### config.mk
export PLATFORM = sky130hd
export DESIGN_NAME = instruction_fetch_unit
export DESIGN_NICKNAME = d
export VERILOG_FILES = /design/src/rtl/instruction_fetch_unit.sv
export SDC_FILE = /design/constraint.sdc
export NUM_CORES = 1
export LEC_CHECK = 0
export BUFFER_PORTS_ARGS = -buffer_cell sky130_fd_sc_hd__buf_2
export CORE_AREA = 3 3 75 77
export DETAILED_ROUTE_END_ITERATION = 10
export DIE_AREA = 0 0 78 80
export GPL_TIMING_DRIVEN = 0
export PLACE_DENSITY = 0.78
export SYNTH_ARGS = -nofsm -noshare
export SYNTH_HDL_FRONTEND = slang
export SYNTH_SLANG_ARGS = --single-unit
### constraint.sdc
create_clock -name clk_i -period 2.35 [get_ports clk_i]
set_clock_uncertainty 0.05 [all_clocks]
set_input_delay 0.235 -clock clk_i [delete_from_list [all_inputs] [get_ports clk_i]]
set_output_delay 0.235 -clock clk_i [all_outputs]
set_load 0.01 [all_outputs]
### src/rtl/instruction_fetch_unit.sv
// Two-byte instruction fetch: reads the low-address byte then the next byte from a
// byte-wide memory, assembles IR and requests one PC increment per byte consumed.
module instruction_fetch_unit #(
    parameter int unsigned TIMEOUT       = 15,
    parameter bit          LITTLE_ENDIAN = 1'b1
) (
    input  logic        clk_i,
    input  logic        rst_i,
    input  logic        start_i,
    input  logic        abort_i,
    input  logic [15:0] pc_i,
    input  logic [7:0]  mem_data_i,
    input  logic        mem_valid_i,
    output logic [15:0] mem_addr_o,
    output logic        mem_read_o,
    output logic        pc_inc_o,
    output logic [15:0] ir_o,
    output logic        ir_valid_o,
    output logic        busy_o,
    output logic        fetch_err_o
);

    typedef enum logic [1:0] {IDLE, LO, HI, DONE} state_e;

    localparam logic [7:0] TO = 8'(TIMEOUT);

    state_e      state_q, state_d;
    logic [15:0] addr_q, addr_d;
    logic [7:0]  lo_q, lo_d;
    logic [15:0] ir_q, ir_d;
    logic [7:0]  cnt_q, cnt_d;
    logic        inc_q, inc_d;
    logic        err_q, err_d;

    always_ff @(posedge clk_i or posedge rst_i) begin
        if (rst_i) begin
            state_q <= IDLE;
            addr_q  <= '0;
            lo_q    <= '0;
            ir_q    <= '0;
            cnt_q   <= '0;
            inc_q   <= 1'b0;
            err_q   <= 1'b0;
        end else begin
            state_q <= state_d;
            addr_q  <= addr_d;
            lo_q    <= lo_d;
            ir_q    <= ir_d;
            cnt_q   <= cnt_d;
            inc_q   <= inc_d;
            err_q   <= err_d;
        end
    end

    always_comb begin
        state_d = state_q;
        addr_d  = addr_q;
        lo_d    = lo_q;
        ir_d    = ir_q;
        cnt_d   = cnt_q;
        inc_d   = 1'b0;
        err_d   = err_q;
        case (state_q)
            IDLE: begin
                if (start_i) begin
                    addr_d  = pc_i;
                    err_d   = 1'b0;
                    cnt_d   = '0;
                    state_d = LO;
                end
            end
            LO, HI: begin
                // Abort wins over both a arriving byte and an expiring wait count.
                if (abort_i) begin
                    state_d = IDLE;
                end else if (mem_valid_i) begin
                    cnt_d = '0;
                    inc_d = 1'b1;
                    if (state_q == LO) begin
                        lo_d    = mem_data_i;
                        addr_d  = addr_q + 16'd1;
                        state_d = HI;
                    end else begin
                        ir_d    = LITTLE_ENDIAN ? {mem_data_i, lo_q} : {lo_q, mem_data_i};
                        state_d = DONE;
                    end
                end else begin
                    cnt_d = cnt_q + 8'd1;
                    if (cnt_d == TO) begin
                        err_d   = 1'b1;
                        state_d = IDLE;
                    end
                end
            end
            DONE:    state_d = IDLE;
            default: state_d = IDLE;
        endcase
    end

    // addr_q already holds A+1 while in HI, so MemAddr is a plain register.
    assign mem_addr_o  = addr_q;
    assign mem_read_o  = (state_q == LO) || (state_q == HI);
    assign busy_o      = mem_read_o;
    assign pc_inc_o    = inc_q;
    assign ir_o        = ir_q;
    assign ir_valid_o  = (state_q == DONE);
    assign fetch_err_o = err_q;

endmodule

==> flow_metrics.py, run 1 <==
metrics = {
    "critical_path": {
        "r2r-start": "state_q[0]",
        "end_kind": "register",
        "startpoint_type": "register",
        "worst_ep_arrival_time_ns": 2.37,
        "worstReg2RegEnd": "cnt_q[4]",
        "cp_max_fo": 10,
        "ff2ff_path_depth": 7,
        "cp.required_ns": 2.52,
        "rrSetupSlack_ns": 0.15,
        "critPathKind": "register to register",
    },
    "detailed_routing": {
        "drtPass1Iterations": 5,
        "wirelength_um": 5824,
        "vias_per_cell": 5.563,
        "drc": 0,
        "vias": 2253,
        "drtAntennaViolNets": 0,
        "avgRoutedWirePerCell_um": 14.38,
        "drt_iter0_markers": 126,
    },
    "grt": {
        "antenna_found_initial": 0,
        "track_usage_pct": 19.99,
        "grt_pass1_wl_um": 9942,
        "grt-ovfl-total": 0,
        "grt_pass1_vias": 2101,
        "grt_max_degree": 34,
    },
    "logic_synthesis": {
        "yosys_warnings": 0,
        "async_flop_share_pct": 100.0,
        "synth_area_sq_um": 2648,
        "synthMuxAreaShare_pct": 11.34,
        "ys_ff_latch": 52,
        "synth.top_cell.area_share_pct": 49.15,
        "synth_area_leader_cell": "dfrtp_1",
        "syn_area_per_cell_sq_um": 10.26,
        "synthCells": 258,
        "synth_compound_area_share_pct": 13.94,
        "netlist_top_cells_area": "dfrtp_1 (49%), mux2_2 (10%), ha_1 (3.8%)",
        "seq_area_frac_synth_pct": 49.15,
        "ys_types": 39,
        "synth_fa_ha_area_share_pct": 3.781,
        "ys.flop_type": "dfrtp_1",
        "synthXorXnorAreaFrac_pct": 0.6616,
        "yosys.area_share.simple_pct": 17.34,
        "synth_edf_count": 0,
        "synth_fp_nets": 295,
        "synth_top_family_by_area": "simple AND/OR/NAND/NOR gates",
    },
    "floorplanning": {
        "die_h_um": 80,
        "die_w_um": 78,
        "start_util_pct": 52.17,
        "num_rows": 26,
        "num_io_pins": 66,
        "die_area_sq_um": 6240,
        "coreArea_sq_um": 5075,
    },
    "power": {
        "p_leak_nw": 1.479,
        "powerDensity_nw_per_um2": 1358,
        "ir_drop_uv": 518.7,
        "total_power_w": 0.004386,
    },
    "timing": {
        "setup_viol_count_final": 0,
        "maxSlewHeadroom_pct": 60.73,
        "grt_setup_unrepaired": "false",
        "finalMaxSlewViolations": 0,
        "hold_violations": 0,
        "post-route-period-util_pct": 93.49,
        "timing.hold.ws_ns": 0.07233,
        "worst_pin_slew_ns": 0.5837,
        "fin_setup_tns_ns": 0,
        "period_needed_ns": 2.197,
        "maxClockFrequency_mhz": 455.2,
    },
    "min_path": {
        "holdPathEnd": "mem_addr_o[13]",
        "hp-start": "pc_i[13]",
        "hp-class": "input pin to register",
        "min_path_cells": 3,
    },
    "layout": {
        "fin_nets": 371,
        "final_core_util_pct": 63.66,
        "drive_above_1_share_pct": 34.63,
        "insertedDiodeCount": 0,
        "area_growth_pct": 22.02,
    },
    "outcome": {
        "outcome": "completed",
    },
    "clocking": {
        "cts_tree": "built",
        "cts_buffer_depth": 2,
        "numCtsBuffers": 5,
        "path_clk_slew_ns": 0.10,
        "clk_latency_ns": 0.31,
        "h-tree-depth": 2,
        "clock-sinks": 52,
        "cts_root_buf": "clkbuf_8",
    },
    "placed_design": {
        "io_buffers": 65,
        "gp_congestion": 0.8406,
        "dp_hpwl_um": 4311,
    },
    "job": {
        "cap_viol_max_count": 0,
    },
}
routing by layer:
layer / up-vias / track usage [%] / wire (um)
li1: 1095 / - / -
met1: 1078 / 27.28 / 2632
met2: 73 / 32.02 / 2778
met3: 7 / 4.853 / 369
met4: 0 / 5.245 / 44
met5: - / 0 / 0
Yosys cell counts, drive strengths merged, types with 2 or more instances:
cell / n
and3: 2
a22oi: 7
and4: 2
a2111oi: 3
or3: 3
o22ai: 6
or2: 2
o21ai: 14
nand3b: 4
nand3: 15
mux2: 24
nand4: 2
ha: 8
nor3: 8
a2bb2oi: 4
nand2: 24
nor4: 7
nor2: 9
nor2b: 2
a21o: 4
a21oi: 16
inv: 14
nand4b: 4
o211ai: 2
mux2i: 3
clkbuf: 5
buf: 5
dfrtp: 52
stage by stage:
| stage | instances | instance area [sq um] | setup slack, ns |
|---|---|---|---|
| final | 405 | 3231 | 0.1531 |
| after global routing | 405 | 3231 | 0.04772 |
| after CTS | 403 | 3189 | 0.004132 |
| after floorplan | 258 | 2648 | 0.2286 |
| after global placement | 393 | 3060 | -0.03546 |
| after detailed placement | 394 | 3080 | -0.05069 |
state kept, by name, summed over array words and instances (netlist names):
| name | flops |
|---|---|
| pc_inc_o | 1 |
| ir_o | 16 |
| mem_addr_o | 16 |
| fetch_err_o | 1 |
| cnt_q | 8 |
| state_q | 2 |
| lo_q | 8 |
report_power, final:
part	switching [W]	total, W	internal [W]
clock	0.000309	0.000527	0.000218
combinational	0.00125	0.00227	0.00102
sequential	0.000312	0.00159	0.00128
critical path: stages (launching register included):
cell and delay (ns):
dfrtp_1 0.42, inv_1 0.12, ha_4 0.30, buf_6 0.13, or3b_4 0.41, or2_4 0.26
or3_1 0.34, o21ai_0 0.08
cells by family (layout without fill, tap and decap cells):
group | count (synthesis) | count (layout)
and+or+nand+nor | 86 | 86
AOI/OAI and AO/OA | 59 | 59
muxes | 27 | 27
buffers and inverters | 24 | 101
DFF | 52 | 52
adders and majority gates | 8 | 8
xor gates and xnor gates | 2 | 2
final cells by class:
cell class	count	area [sq um]
Tap cell	70	87.58
Clock buffer	5	68.82
Timing Repair Buffer	69	370.4
Buffer	10	53.80
Inverter	14	52.55
Multi-Input combinational cell	182	1271
Clock inverter	3	25.02
Fill cell	411	1844
Sequential cell	52	1301
cells in the final DEF (no fill, tap or decap), drive strengths merged, types with 9 or more instances in the layout:
master,netlist,final
clkbuf,5,11
nand3,15,15
dfrtp,52,52
inv,14,16
nand2,24,24
nor2,9,9
o21ai,14,14
a21oi,16,16
mux2,24,24
buf,5,72
what timing repair did:
item	in CTS	in global routing
pin swaps	0	1
endpoints found under the hold margin	19	0
setup endpoints to repair	9	28
gates resized for setup	1	8
setup buffers	0	2
hold buffers	1	0
how the worst max path moves through the flow:
stage	from	end	depth (start not counted)	slack, ns
5_1_grt	state_q[0]	cnt_q[4]	7	0.05
3_3_place_gp	state_q[0]	ir_o[3]	7	-0.04
2_1_floorplan	state_q[0]	cnt_q[4]	7	0.23
3_5_place_dp	state_q[0]	ir_o[6]	7	-0.05
4_1_cts	state_q[0]	mem_addr_o[2]	8	0.004
6_report	state_q[0]	cnt_q[4]	7	0.15
No activity file was read; power rests on OpenSTA's default activity.
==> inputs of run 2 (changes only) <==
--- a/config.mk
+++ b/config.mk
@@ -6,10 +6,12 @@
 export NUM_CORES = 1
 export LEC_CHECK = 0
 export BUFFER_PORTS_ARGS = -buffer_cell sky130_fd_sc_hd__buf_2
+export CAP_MARGIN = 20
 export CORE_AREA = 3 3 75 77
 export DETAILED_ROUTE_END_ITERATION = 10
 export DIE_AREA = 0 0 78 80
 export GPL_TIMING_DRIVEN = 0
+export HOLD_SLACK_MARGIN = 0.08
 export PLACE_DENSITY = 0.78
 export SYNTH_ARGS = -nofsm -noshare
 export SYNTH_HDL_FRONTEND = slang
==> flow_metrics.py, run 2 (synthesis gave the netlist of run 1 again) <==
metrics = {
    "outcome": {
        "outcome": "completed",
    },
    "detailed_routing": {
        "wirelength_um": 5836,
        "avgRoutedWirePerCell_um": 14.37,
        "drc": 0,
        "vias": 2271,
        "drtAntennaViolNets": 0,
        "drtPass1Iterations": 4,
        "vias_per_cell": 5.594,
        "drt_iter0_markers": 136,
    },
    "critical_path": {
        "startpoint_type": "register",
        "rrSetupSlack_ns": 0.15,
        "cp_slowest_cell": "dfrtp_1",
        "worst_ep_arrival_time_ns": 2.37,
        "cp_top_family": "simple AND/OR/NAND/NOR gates",
        "path_buf_inv": 2,
        "cp.required_ns": 2.52,
        "worstReg2RegEnd": "cnt_q[4]",
        "crit_chain": "inv_1, ha_4, buf_6, or3b_4, or2_4, or3_1, o21ai_0",
        "ff2ff_path_depth": 7,
        "critPathKind": "register to register",
        "r2r-start": "state_q[0]",
        "end_kind": "register",
        "cp_max_fo": 10,
        "slowest_delay_ns": 0.42,
    },
    "grt": {
        "antenna_found_initial": 0,
        "grt_max_degree": 34,
        "grt_pass1_wl_um": 9984,
        "grt-ovfl-total": 0,
        "grt_pass1_vias": 2109,
        "track_usage_pct": 20.06,
    },
    "floorplanning": {
        "die_h_um": 80,
        "num_rows": 26,
        "die_w_um": 78,
        "coreArea_sq_um": 5075,
        "start_util_pct": 52.17,
        "num_io_pins": 66,
        "die_area_sq_um": 6240,
    },
    "timing": {
        "setup_viol_count_final": 0,
        "period_needed_ns": 2.197,
        "timing.hold.ws_ns": 0.1031,
        "maxClockFrequency_mhz": 455.2,
        "fin_setup_tns_ns": 0,
        "grt_setup_unrepaired": "false",
        "post-route-period-util_pct": 93.49,
        "finalMaxSlewViolations": 0,
        "layout_setup_ws_ns": 0.1530,
        "hold_violations": 0,
        "maxSlewHeadroom_pct": 59.97,
        "worst_pin_slew_ns": 0.5950,
    },
    "power": {
        "powerDensity_nw_per_um2": 1354,
        "total_power_w": 0.004389,
        "ir_drop_uv": 520.5,
        "p_leak_nw": 1.483,
    },
    "clocking": {
        "clk_latency_ns": 0.31,
        "h-tree-depth": 2,
        "cts_root_buf": "clkbuf_8",
        "cts_tree": "built",
        "path_clk_slew_ns": 0.10,
        "clock-sinks": 52,
        "cts_buffer_depth": 2,
        "numCtsBuffers": 5,
    },
    "layout": {
        "final_common_cell": "buf_2",
        "drive_above_1_share_pct": 34.52,
        "fillers": 408,
        "final_cell_mix": "buf_2 (67), dfrtp_1 (52), nand2_1 (24), mux2_2 (24), a21oi_1 (16)",
        "fin_nets": 372,
        "insertedDiodeCount": 0,
        "area_growth_pct": 22.40,
    },
    "placed_design": {
        "gp_congestion": 0.8406,
        "place_ws_ns": -0.05069,
        "dp_hpwl_um": 4311,
        "io_buffers": 65,
    },
    "min_path": {
        "holdPathEnd": "mem_addr_o[11]",
        "hp-start": "pc_i[11]",
        "hp-class": "input pin to register",
        "min_path_cells": 3,
    },
    "job": {
        "cap_viol_max_count": 0,
    },
}
==> run 2: cell count changes in the layout (fill, tap and decap cells not counted) <==
| cell | before | now |
|---|---|---|
| dlygate4sd3_1 | 1 | 2 |
==> run 2: worst min-delay path, stage by stage <==
cell     delay (ns)
buf_2          0.09
nand2_1        0.04
nand3_1        0.06
==> run 2: timing repair <==
| action | 4_1_cts | 5_1_grt |
|---|---|---|
| setup endpoints to repair | 9 | 28 |
| buffers inserted | 0 | 2 |
| gates cloned | 0 | 0 |
| hold endpoints to repair | 20 | 0 |
| pin swaps | 0 | 1 |
| gates resized for setup | 1 | 8 |
| hold buffers | 2 | 0 |
==> run 2: where the power goes <==
group / internal (W) / switching, W / total, W / leakage [nW]
registers: 0.00128 / 0.000311 / 0.00159 / 0.629
clock network: 0.000218 / 0.000309 / 0.000526 / 0.0452
logic: 0.00102 / 0.00125 / 0.00227 / 0.808
==> run 2: cell type report <==
type	count	area (sq um)	share of cell area, %
flip-flops and latches	52	1301	40.15
multi-input cells	182	1271	39.23
inverters	14	52.55	1.622
clock inverters	3	25.02	0.7722
clock buffers	5	68.82	2.124
repair buffers	70	380.4	11.74
plain buffers	10	53.80	1.660
well taps	70	87.58	2.703
==> run 2: how the worst max path moves through the flow <==
stage / slack (ns) / startpoint / endpoint / cells after the start
after global routing: 0.05 / state_q[0] / cnt_q[4] / 7
after detailed placement: -0.05 / state_q[0] / ir_o[6] / 7
final: 0.15 / state_q[0] / cnt_q[4] / 7
after global placement: -0.04 / state_q[0] / ir_o[3] / 7
after floorplan: 0.23 / state_q[0] / cnt_q[4] / 7
after CTS: 0.004 / state_q[0] / mem_addr_o[2] / 8
==> run 2: layer usage <==
layer / vias to the layer above / global-route usage [%] / part of all wire (%)
met1: 1087 / 27.43 / 45
met4: 0 / 5.245 / 0.57
met5: - / 0 / 0
met3: 4 / 4.853 / 6.5
li1: 1100 / - / -
met2: 80 / 32.11 / 48
==> run 2: per-stage QoR <==
stage               std cells  utilization (%)  instance area [sq um]
CTS                       404            63.04                   3199
finish                    406            63.86                   3241
floorplan                 258                -                   2648
global placement          393            60.31                   3060
global route              406            63.86                   3241
detailed placement        394            60.70                   3080
